`config.mk`:
```
export PLATFORM = sky130hd
export DESIGN_NAME = mul_madd_unit
export DESIGN_NICKNAME = d
export VERILOG_FILES = /design/src/rtl/mul_madd_unit.sv
export SDC_FILE = /design/constraint.sdc
export NUM_CORES = 1
export LEC_CHECK = 0
export CORE_MARGIN = 8
export CORE_UTILIZATION = 40
export CTS_BUF_LIST = sky130_fd_sc_hd__clkbuf_2 sky130_fd_sc_hd__clkbuf_4 sky130_fd_sc_hd__clkbuf_8
export DETAILED_ROUTE_END_ITERATION = 10
export PLACE_DENSITY = 0.66
export RECOVER_POWER = 100
export SLEW_MARGIN = 10
export SYNTH_ARGS = -nofsm -noshare
export SYNTH_HDL_FRONTEND = slang
export SYNTH_SLANG_ARGS = --single-unit
```
`constraint.sdc`:
```
create_clock -name clk -period 13.7 [get_ports clk]
set_input_delay 3.425 -clock clk [delete_from_list [all_inputs] [get_ports clk]]
set_output_delay 3.425 -clock clk [all_outputs]
set_load 0.1 [all_outputs]
```
`src/rtl/mul_madd_unit.sv`:
```
// Iterative multiply / multiply-accumulate unit with architectural HI/LO registers.
// Optional zero-operand early exit when MUL_EARLY_EXIT_EN is defined.
module mul_madd_unit #(
  parameter int XLEN = 32,
  parameter int STEP = 4
) (
  input  logic            clk,
  input  logic            rst,
  input  logic            start,
  input  logic [2:0]      op,
  input  logic [XLEN-1:0] a,
  input  logic [XLEN-1:0] b,
  output logic            busy,
  output logic            done,
  output logic [XLEN-1:0] hi,
  output logic [XLEN-1:0] lo
);

  localparam int N  = XLEN / STEP;
  localparam int CW = (N > 1) ? $clog2(N) : 1;
  localparam int PW = 2 * XLEN;

  localparam logic [2:0] OP_MTHI   = 3'd4;
  localparam logic [2:0] OP_MTLO   = 3'd5;
  localparam logic [2:0] OP_CLRACC = 3'd6;

  typedef enum logic [1:0] {IDLE, CALC, ACC} state_e;

  state_e            state_q, state_d;
  logic [XLEN-1:0]   hi_q, hi_d;
  logic [XLEN-1:0]   lo_q, lo_d;
  logic              done_q, done_d;
  logic [PW-1:0]     mcand_q, mcand_d;
  logic [XLEN-1:0]   mplier_q, mplier_d;
  logic [PW-1:0]     prod_q, prod_d;
  logic [CW-1:0]     cnt_q, cnt_d;
  logic              sign_q, sign_d;
  logic              accum_q, accum_d;

  // Shift-add partial product for the current STEP-bit multiplier digit.
  logic [PW-1:0]     pp_terms [STEP];
  logic [PW-1:0]     partial;

  genvar gi;
  generate
    for (gi = 0; gi < STEP; gi++) begin : g_pp
      assign pp_terms[gi] = mplier_q[gi] ? (mcand_q << gi) : '0;
    end
  endgenerate

  always_comb begin
    partial = '0;
    for (int i = 0; i < STEP; i++) begin
      partial = partial + pp_terms[i];
    end
  end

  logic              is_signed;
  logic [XLEN-1:0]   a_mag;
  logic [XLEN-1:0]   b_mag;
  logic [PW-1:0]     result;
  logic [PW-1:0]     acc_sum;

  // Signed ops take magnitudes; the most negative value maps to its unsigned magnitude.
  assign is_signed = ~op[0];
  assign a_mag     = (is_signed && a[XLEN-1]) ? (~a + 1'b1) : a;
  assign b_mag     = (is_signed && b[XLEN-1]) ? (~b + 1'b1) : b;
  assign result    = sign_q ? (~prod_q + 1'b1) : prod_q;
  assign acc_sum   = {hi_q, lo_q} + result;

  always_comb begin
    state_d  = state_q;
    hi_d     = hi_q;
    lo_d     = lo_q;
    done_d   = 1'b0;
    mcand_d  = mcand_q;
    mplier_d = mplier_q;
    prod_d   = prod_q;
    cnt_d    = cnt_q;
    sign_d   = sign_q;
    accum_d  = accum_q;
    case (state_q)
      IDLE: begin
        if (start) begin
          if (!op[2]) begin
            mcand_d  = {{XLEN{1'b0}}, a_mag};
            mplier_d = b_mag;
            sign_d   = is_signed & (a[XLEN-1] ^ b[XLEN-1]);
            accum_d  = op[1];
            prod_d   = '0;
            cnt_d    = '0;
            state_d  = CALC;
`ifdef MUL_EARLY_EXIT_EN
            if ((a == '0) || (b == '0)) begin
              sign_d  = 1'b0;
              state_d = ACC;
            end
`endif
          end else begin
            case (op)
              OP_MTHI:   hi_d = a;
              OP_MTLO:   lo_d = a;
              OP_CLRACC: begin
                hi_d = '0;
                lo_d = '0;
              end
              default: ;
            endcase
            done_d = 1'b1;
          end
        end
      end
      CALC: begin
        prod_d   = prod_q + partial;
        mcand_d  = mcand_q << STEP;
        mplier_d = mplier_q >> STEP;
        cnt_d    = cnt_q + 1'b1;
        if (cnt_q == CW'(N - 1)) begin
          state_d = ACC;
        end
      end
      ACC: begin
        if (accum_q) begin
          {hi_d, lo_d} = acc_sum;
        end else begin
          {hi_d, lo_d} = result;
        end
        done_d  = 1'b1;
        state_d = IDLE;
      end
      default: state_d = IDLE;
    endcase
  end

  always_ff @(posedge clk) begin
    if (rst) begin
      state_q  <= IDLE;
      hi_q     <= '0;
      lo_q     <= '0;
      done_q   <= 1'b0;
      mcand_q  <= '0;
      mplier_q <= '0;
      prod_q   <= '0;
      cnt_q    <= '0;
      sign_q   <= 1'b0;
      accum_q  <= 1'b0;
    end else begin
      state_q  <= state_d;
      hi_q     <= hi_d;
      lo_q     <= lo_d;
      done_q   <= done_d;
      mcand_q  <= mcand_d;
      mplier_q <= mplier_d;
      prod_q   <= prod_d;
      cnt_q    <= cnt_d;
      sign_q   <= sign_d;
      accum_q  <= accum_d;
    end
  end

  assign busy = (state_q != IDLE);
  assign done = done_q;
  assign hi   = hi_q;
  assign lo   = lo_q;

endmodule

```
# == Word level (Yosys, flattened, before mapping) ==
# Cells that the tools add are included.
# classes
addsub,9
eq_ne,12
muxes,36
n_bitwise,7
reduce_logical,11
# ops
cell,count
$mux W64,9
$add A64 B64 Y64,5
$mux W32,10
$pmux W32 S2,5
$pmux W64 S2,2
$add A32 B1 Y32 const B,2
$add A64 B1 Y64 const B,1
$not A32 Y32,2
$not A64 Y64,1
$eq A3 B3 Y1 const B,4
$reduce_and A3 Y1,3
$ne A2 B2 Y1 const B,4
$reduce_and A4 Y1,2
$mux W2,3
$mux W3,2
$ne A3 B1 Y1 const B,2
$pmux W3 S2,1
$reduce_bool A2 Y1,3
$pmux W2 S2,1
$add A3 B1 Y3 const B,1
$eq A2 B1 Y1 const B,1
$eq A2 B2 Y1 const B,1
$logic_and A1 B1 Y1,2
$logic_not A2 Y1,1
5 further kinds,7
# word_totals
ff_bits,232
input_bits,70
out_inout_bits,66
elab_cells,85

# == Depth between registers and ports, before layout ==
# Gate-level depths: netlist of run 1.
# logic_depth
word_depth,6
mapped_depth,23
ltp_nobuf,21

# == Least setup slack after synthesis of run 1 ==
# Ideal clock, no wire load.
# synth_timing
kind,input to register
startpoint,in b[8]
endpoint,reg mplier_q[29]
setup_time_ns,0.070
arrival_time_ns,5.516
required_ns,13.630
path_slack_ns,8.114
path_stages,8
path_buffers,0
path_cell_list,nor4_1 -> or3b_2 -> nor3_1 -> nand4_1 -> o41ai_1 -> xnor2_1 -> nand2_1 -> a21oi_1
# synth_between
elab_chain_len,6
# synth_rtl
item,line,text
start: declaration,12,"input logic [XLEN-1:0] b,"
$not A32 Y32,67,assign b_mag = (is_signed && b[XLEN-1]) ? (~b + 1'b1) : b;
$add A32 B1 Y32,67,
$mux W32,67,
$mux W32,85,if (!op[2]) begin
$mux W32,84,if (start) begin
$pmux W32 S2,82,case (state_q)
end signal: assignment,153,mplier_q <= mplier_d;
end: declaration,34,"logic [XLEN-1:0] mplier_q, mplier_d;"
# No other way between the ends. The select of a mux whose other input is x is not followed.
# A chain may end at the register's enable or synchronous reset.

# == Worst setup path in the final report of run 1 ==
# layout_timing
startpoint,in op[2]
endpoint,reg mcand_q[22]
# layout_between
elab_chain_len,2
# layout_rtl
item,line,text
start: declaration,10,"input logic [2:0] op,"
$ne A2 B2 Y1 (no line),--,
$reduce_and A3 Y1 (no line),--,
end signal: assignment,152,mcand_q <= mcand_d;
end: declaration,33,"logic [PW-1:0] mcand_q, mcand_d;"
# No other way between the ends.

==> results.txt, run 1 <==
Status: finished with violations
Failing checks: max-capacitance violations, max-slew violations
Worst Hold Path EP: accum_q
Design area: 0.0283 mm²
Worst Path Arrival: 8930 ps
I/O pin count: 136
Most common cell after layout, fill and taps aside: nand2_1
Post-Synth XOR/XNOR Area: 0.0808
Number of flops mapped to enable cells by yosys: 0
Core Rows: 92
Clock sinks: 232
Highest Clock Rate: 119 MHz
VDD IR max: 0.0554 mV
Worst path cell trace: dlygate4sd3_1, nor3b_1, clkbuf_1, nor2_1, clkbuf_1, a22oi_1, a21oi_1
CP Launch Point: op[2]
Relative slew slack: -1.79
CTS-repair resized insts: 0
R2R Path End: prod_q[61]
H-tree Lvls: 2
Vias in the first global route: 23727
Clk slew on worst S/H paths: 60 ps
Pre-Repair DR Iteration Count: 6
Crit path capture type: register
Hold depth: 2
Most frequent cells in the layout: nand2_1 (475), inv_1 (452), a21oi_1 (334)
Fin nets: 3829
Post-DP Area: 0.0273 mm²
Cell type with the largest total area after synthesis: dfxtp_1
Share of cells above drive strength 1: 0.0417
Routed Wire Length: 86.6 mm
Reg-to-Reg Start: mplier_q[3]
GPL Wtd Cong: 0.996
Worst reg2reg setup slack: 6020 ps
Area growth, synth to finish: 11.7%
R2r worst-path depth: 20
Die height: 268 µm
CTS tree: done
Root Buffer: clkbuf_8
CP max-delay cell: nor2_1
Synth top area cells: dfxtp_1 (18%), fa_1 (15%), nand2_1 (7.0%)
RSZ-0062 raised after global routing: false
Core area: 0.0629 mm²
Final setup viols: 0
WL/cell: 20.0 µm
DIE AREA: 0.0717 mm²
Post-synthesis instance total: 3429
Worst-Skew Late Latency: 670 ps
Port bufs: 135
Leak: 12.7 nW
GRT overflow: 0
Critical Path RT: 14260 ps
Final ANT Viol Nets: 0
WS Path Type: in2reg
Hold Crit Class: reg2reg
Horiz. Die Dim: 268 µm
Max-Cap Viols: 6
Initial Util: 0.404
Setup ws final: 5330 ps
Syn nets: 3815
Clock Skew: 55.9 ps
Initial antenna violation count: 8
Largest net degree at the start of global routing: 85
Mean Syn Cell Area: 7.40 µm²
Post-synthesis mux area share: 0.00286
Startpoint Class: input port
Post-synth top area share: 0.183
TNS Setup: 0 ps
Worst slew pin tran: 4180 ps
Post-synthesis compound-gate area fraction: 0.226
Final Hold Fails: 0
Ys async rst share: 0
CP peak stage delay: 1840 ps
Largest family of logic cells by synthesized area: compound AO/OA/AOI/OAI gates
Main synth FF type: dfxtp_1
Vias: 24658
Global-route wire length before repair: 136 mm
Drt via density: 5.70
Drt drc: 0
Adder-cell share of the synthesized area: 0.211
Largest fanout on the critical path: 40
Part of the Yosys area used for sequential elements: 0.183
Post-CTS setup buffers: 0
Placed wire-length estimate: 66.9 mm
Minimum clock period: 8370 ps
Slew Limit Fails: 271
Flops & latches, synth: 232
Cell area after synthesis: 0.0254 mm²
Worst Min Path Start: accum_q
Pre-CTS WS: 7180 ps
First-iteration detailed-routing DRC count: 2510
Pwr dens: 68.5 mW/mm²
Yosys warns: 0
Simple-Gate Fraction of Synth Area: 0.201
Total Routing Usage GR: 0.238
Cell variety after synth: 65
Clk buf depth: 3
Top cell by count, worst path: clkbuf_1
Hold-fix buffers, CTS: 0
Final period utilization: 0.611
CTS Buf Count: 46
-- registers in the layout, indices dropped and copies added (netlist names) --
signal,count
lo,32
sign_q,1
state_q,2
mplier_q,32
accum_q,1
cnt_q,3
done,1
mcand_q,64
prod_q,64
hi,32
-- cell type report --
| type | instances | area, µm² |
|---|---|---|
| fillers | 6434 | 34500 |
| multi-input cells | 2549 | 18300 |
| flip-flops and latches | 232 | 4650 |
| inverters | 452 | 1700 |
| repair buffers | 162 | 1530 |
| well taps | 846 | 1060 |
| clock buffers | 73 | 936 |
| clock inverters | 12 | 123 |
| diodes | 2 | 5.00 |
-- logic make-up (layout without fill, tap and decap cells) --
logic type,after synthesis,after routing
compound gates,893,893
xor+xnor,234,234
fa+ha+maj,316,316
buf+inv,648,699
flops,232,232
mux,7,7
other cells,0,2
simple gates,1099,1099
-- routing by layer --
| metal | part of all wire | wire [µm] | vias up | track usage |
|---|---|---|---|---|
| met1 | 0.43 | 37200 | 11917 | 0.319 |
| met2 | 0.45 | 38600 | 916 | 0.377 |
| li1 | - | - | 11639 | - |
| met5 | 0.00066 | 57 | - | 0 |
| met3 | 0.091 | 7910 | 178 | 0.0515 |
| met4 | 0.034 | 2910 | 8 | 0.0788 |
-- worst max path at each step --
stage              endpoint
2_1_floorplan  mplier_q[29]
3_3_place_gp   mplier_q[29]
3_5_place_dp   mplier_q[29]
4_1_cts          prod_q[61]
5_1_grt         mcand_q[23]
6_report        mcand_q[22]
-- synthesized netlist by cell type, drive strengths merged (27+ instances only) --
| cell type | count |
|---|---|
| a22o | 30 |
| nor3 | 70 |
| xnor2 | 157 |
| a22oi | 71 |
| nor2 | 189 |
| nand4 | 46 |
| a221oi | 31 |
| o21ai | 126 |
| o31ai | 27 |
| o21bai | 29 |
| fa | 185 |
| ha | 131 |
| a21o | 72 |
| a21oi | 334 |
| dfxtp | 232 |
| xor2 | 77 |
| inv | 452 |
| nand2 | 475 |
| nand3 | 107 |
| and2 | 86 |
| clkbuf | 173 |
-- per-stage QoR --
step | total power, mW | util | hold WS (ps) | std cells
2_1_floorplan | 0.997 | - | 432 | 3429
3_3_place_gp | 1.13 | 0.435 | 439 | 4241
3_5_place_dp | 1.13 | 0.435 | 445 | 4241
4_1_cts | 1.96 | 0.451 | 453 | 4326
5_1_grt | 2.02 | 0.451 | 493 | 4326
6_report | 1.94 | 0.451 | 455 | 4328
-- worst max-delay path: cells and delay by family --
family,cells,cell delay (ps)
AOI/OAI and AO/OA,2,430
buffers and inverters,3,3060
and+or+nand+nor,2,1960
-- power by group --
part	internal [mW]	leakage [nW]	switching (mW)
registers	0.698	1.88	0.0328
clock network	0.472	0.557	0.352
logic	0.111	10.2	0.276
(Power assumes the default switching activity.)
==> inputs of run 2 (changes only) <==
- clock period: 13.7 -> 8.8 ns (I/O delays scaled with it)
==> results.txt, run 2 (synthesized netlist as in run 1, its figures left out) <==
Status: finished with violations
Failing checks: max-capacitance violations, max-slew violations
DIE AREA: 0.0717 mm² (unchanged)
Leak: 12.6 nW (-0.22%)
Global-route wire length before repair: 137 mm (+0.51%)
Share of cells above drive strength 1: 0.0409 (-0.000756)
Drt drc: 0 (unchanged)
I/O pin count: 136 (unchanged)
WS Path Type: reg2reg
Hold-fix buffers, CTS: 0 (unchanged)
Placed wire-length estimate: 67.8 mm (+1.3%)
Startpoint Class: register
Crit path capture type: register
TNS Setup: 0 ps (unchanged)
Largest registers: mcand_q (64), prod_q (64)
Root Buffer: clkbuf_8
Setup ws final: 1530 ps (-3800 ps)
Horiz. Die Dim: 268 µm (unchanged)
M1 GR Usage: 0.323 (+0.00398)
Routed Wire Length: 88.6 mm (+2.3%)
Drt via density: 5.74 (+0.71%)
RSZ-0062 raised after global routing: false
CTS Buf Count: 45 (-2.2%)
First-iteration detailed-routing DRC count: 2310 (-8.0%)
Final setup viols: 0 (unchanged)
Pre-Repair DR Iteration Count: 6 (unchanged)
Die height: 268 µm (unchanged)
CTS tree: done
Vias: 24786 (+0.52%)
Slew Limit Fails: 129 (-52%)
Most common cell after layout, fill and taps aside: nand2_1
Logic pwr share: 0.203 (+0.004)
Pre-CTS WS: 2420 ps (-4760 ps)
Met2 Usage GRT: 0.383 (+0.00525)
Fin nets: 3826 (-0.078%)
Highest Clock Rate: 138 MHz
WL/cell: 20.5 µm (+2.4%)
Worst-Skew Late Latency: 640 ps (-30 ps)
Clock sinks: 232 (unchanged)
Worst Path Arrival: 7770 ps (-1160 ps)
Largest fanout on the critical path: 20 (-50%)
Relative slew slack: -1.46 (+0.331)
Post-CTS setup buffers: 0 (unchanged)
Inst Count DP: 4239 (-0.047%)
Switching share of power: 0.342 (+0.00175)
Most frequent cells in the layout: nand2_1 (475), inv_1 (452), a21oi_1 (334)
Area growth, synth to finish: 11.5%
Core area: 0.0629 mm² (unchanged)
Vias in the first global route: 23370 (-1.5%)
Final Hold Fails: 0 (unchanged)
VDD IR max: 0.0802 mV (+45%)
GRT overflow: 0 (unchanged)
Largest net degree at the start of global routing: 82 (-3.5%)
Met3 usage: 0.0511 (-0.000366)
Worst slew pin tran: 3690 ps (-496 ps)
Initial Util: 0.404 (unchanged)
Switching power: 1.03 mW (+56%)
Final Non-Filler Cells: 4320 (-0.18%)
Hold Crit Class: reg2reg
Pwr dens: 106 mW/mm² (+55%)
Layer with the highest usage: met2
GPL Wtd Cong: 0.994 (-0.16%)
Final ANT Viol Nets: 0 (unchanged)
Share of power burned in registers: 0.380 (+0.004)
Final period utilization: 0.826
H-tree Lvls: 2 (unchanged)
P_int: 1.98 mW (+54%)
Clock power frac: 0.417 (-0.007)
Port bufs: 135 (unchanged)
Critical Path RT: 9300 ps (-4960 ps)
Max-Cap Viols: 2 (-4)
Initial antenna violation count: 4 (-4)
Core Rows: 92 (unchanged)
Clock Skew: 44.3 ps (-11.5 ps)
CTS-repair resized insts: 0 (unchanged)
Clk slew on worst S/H paths: 60 ps (about the same)
Total Routing Usage GR: 0.240 (+0.00279)
Minimum clock period: 7270 ps
Clk buf depth: 3 (unchanged)
-- run 2: cell count changes in the layout (fill, tap and decap cells not counted), sizes merged --
| cell | previous run | this run |
|---|---|---|
| clkbuf | 80 | 68 |
| clkdlybuf4s50 | 66 | 67 |
| dlygate4sd3 | 68 | 67 |
| diode | 2 | 3 |
| inv | 453 | 452 |
| buf | 21 | 23 |
| bufinv | 2 | 4 |
-- run 2: path summary, 6_finish.rpt --
path / start / endpoint / slack [ps] / depth (start not counted)
hold / removal: mcand_q[63] / mcand_q[63] / 470 / 2
hold reg to reg: mcand_q[63] / mcand_q[63] / 470 / 2
setup reg to reg: mplier_q[2] / prod_q[55] / 1530 / 22
setup / recovery: mplier_q[2] / prod_q[55] / 1530 / 22
-- run 2: final cells by class --
class,instances,area [µm²]
Inverter,452,1700
Tap cell,846,1060
Fill cell,6433,34600
Clock inverter,13,170
Timing Repair Buffer,160,1530
Sequential cell,232,4650
Clock buffer,65,826
Multi-Input combinational cell,2549,18300
Antenna cell,3,7.51
-- run 2: worst max-delay path, cell delays in order, from the launching register on --
cell	delay [ps]
dfxtp_1	800
clkbuf_1	900
nand2_1	170
fa_1	550
inv_1	60
fa_1	530
inv_1	50
fa_1	460
inv_1	60
ha_1	160
inv_1	50
fa_1	380
nor2b_1	260
o211ai_1	170
a21oi_1	340
nor3_1	110
o31ai_1	670
o211ai_1	240
a21oi_1	290
o211ai_1	230
o21ai_0	310
xor2_1	110
a22o_1	200
-- run 2: metrics by stage --
step           hold WS [ps]  area [µm²]  power, mW   util
3_5_place_dp            459       27300       1.77  0.434
6_report                467       28300       3.01  0.450
5_1_grt                 483       28300       3.11  0.450
2_1_floorplan           432       25400       1.55      -
4_1_cts                 467       28300       3.03  0.450
3_3_place_gp            453       27300       1.77  0.434
-- run 2: power groups by stage --
stage	Sequential (mW)	Clock [mW]	Combinational (mW)
6_report	1.14	1.25	0.609
3_5_place_dp	1.16	0	0.606
3_3_place_gp	1.17	0	0.603
2_1_floorplan	1.24	0	0.310
5_1_grt	1.15	1.32	0.651
4_1_cts	1.14	1.28	0.609
-- run 2: layer usage --
layer  vias to the layer above  part of all wire
met3                       204             0.094
met4                         4             0.035
li1                      11615                 -
met5                         -           0.00030
met2                      1088              0.44
met1                     11875              0.43
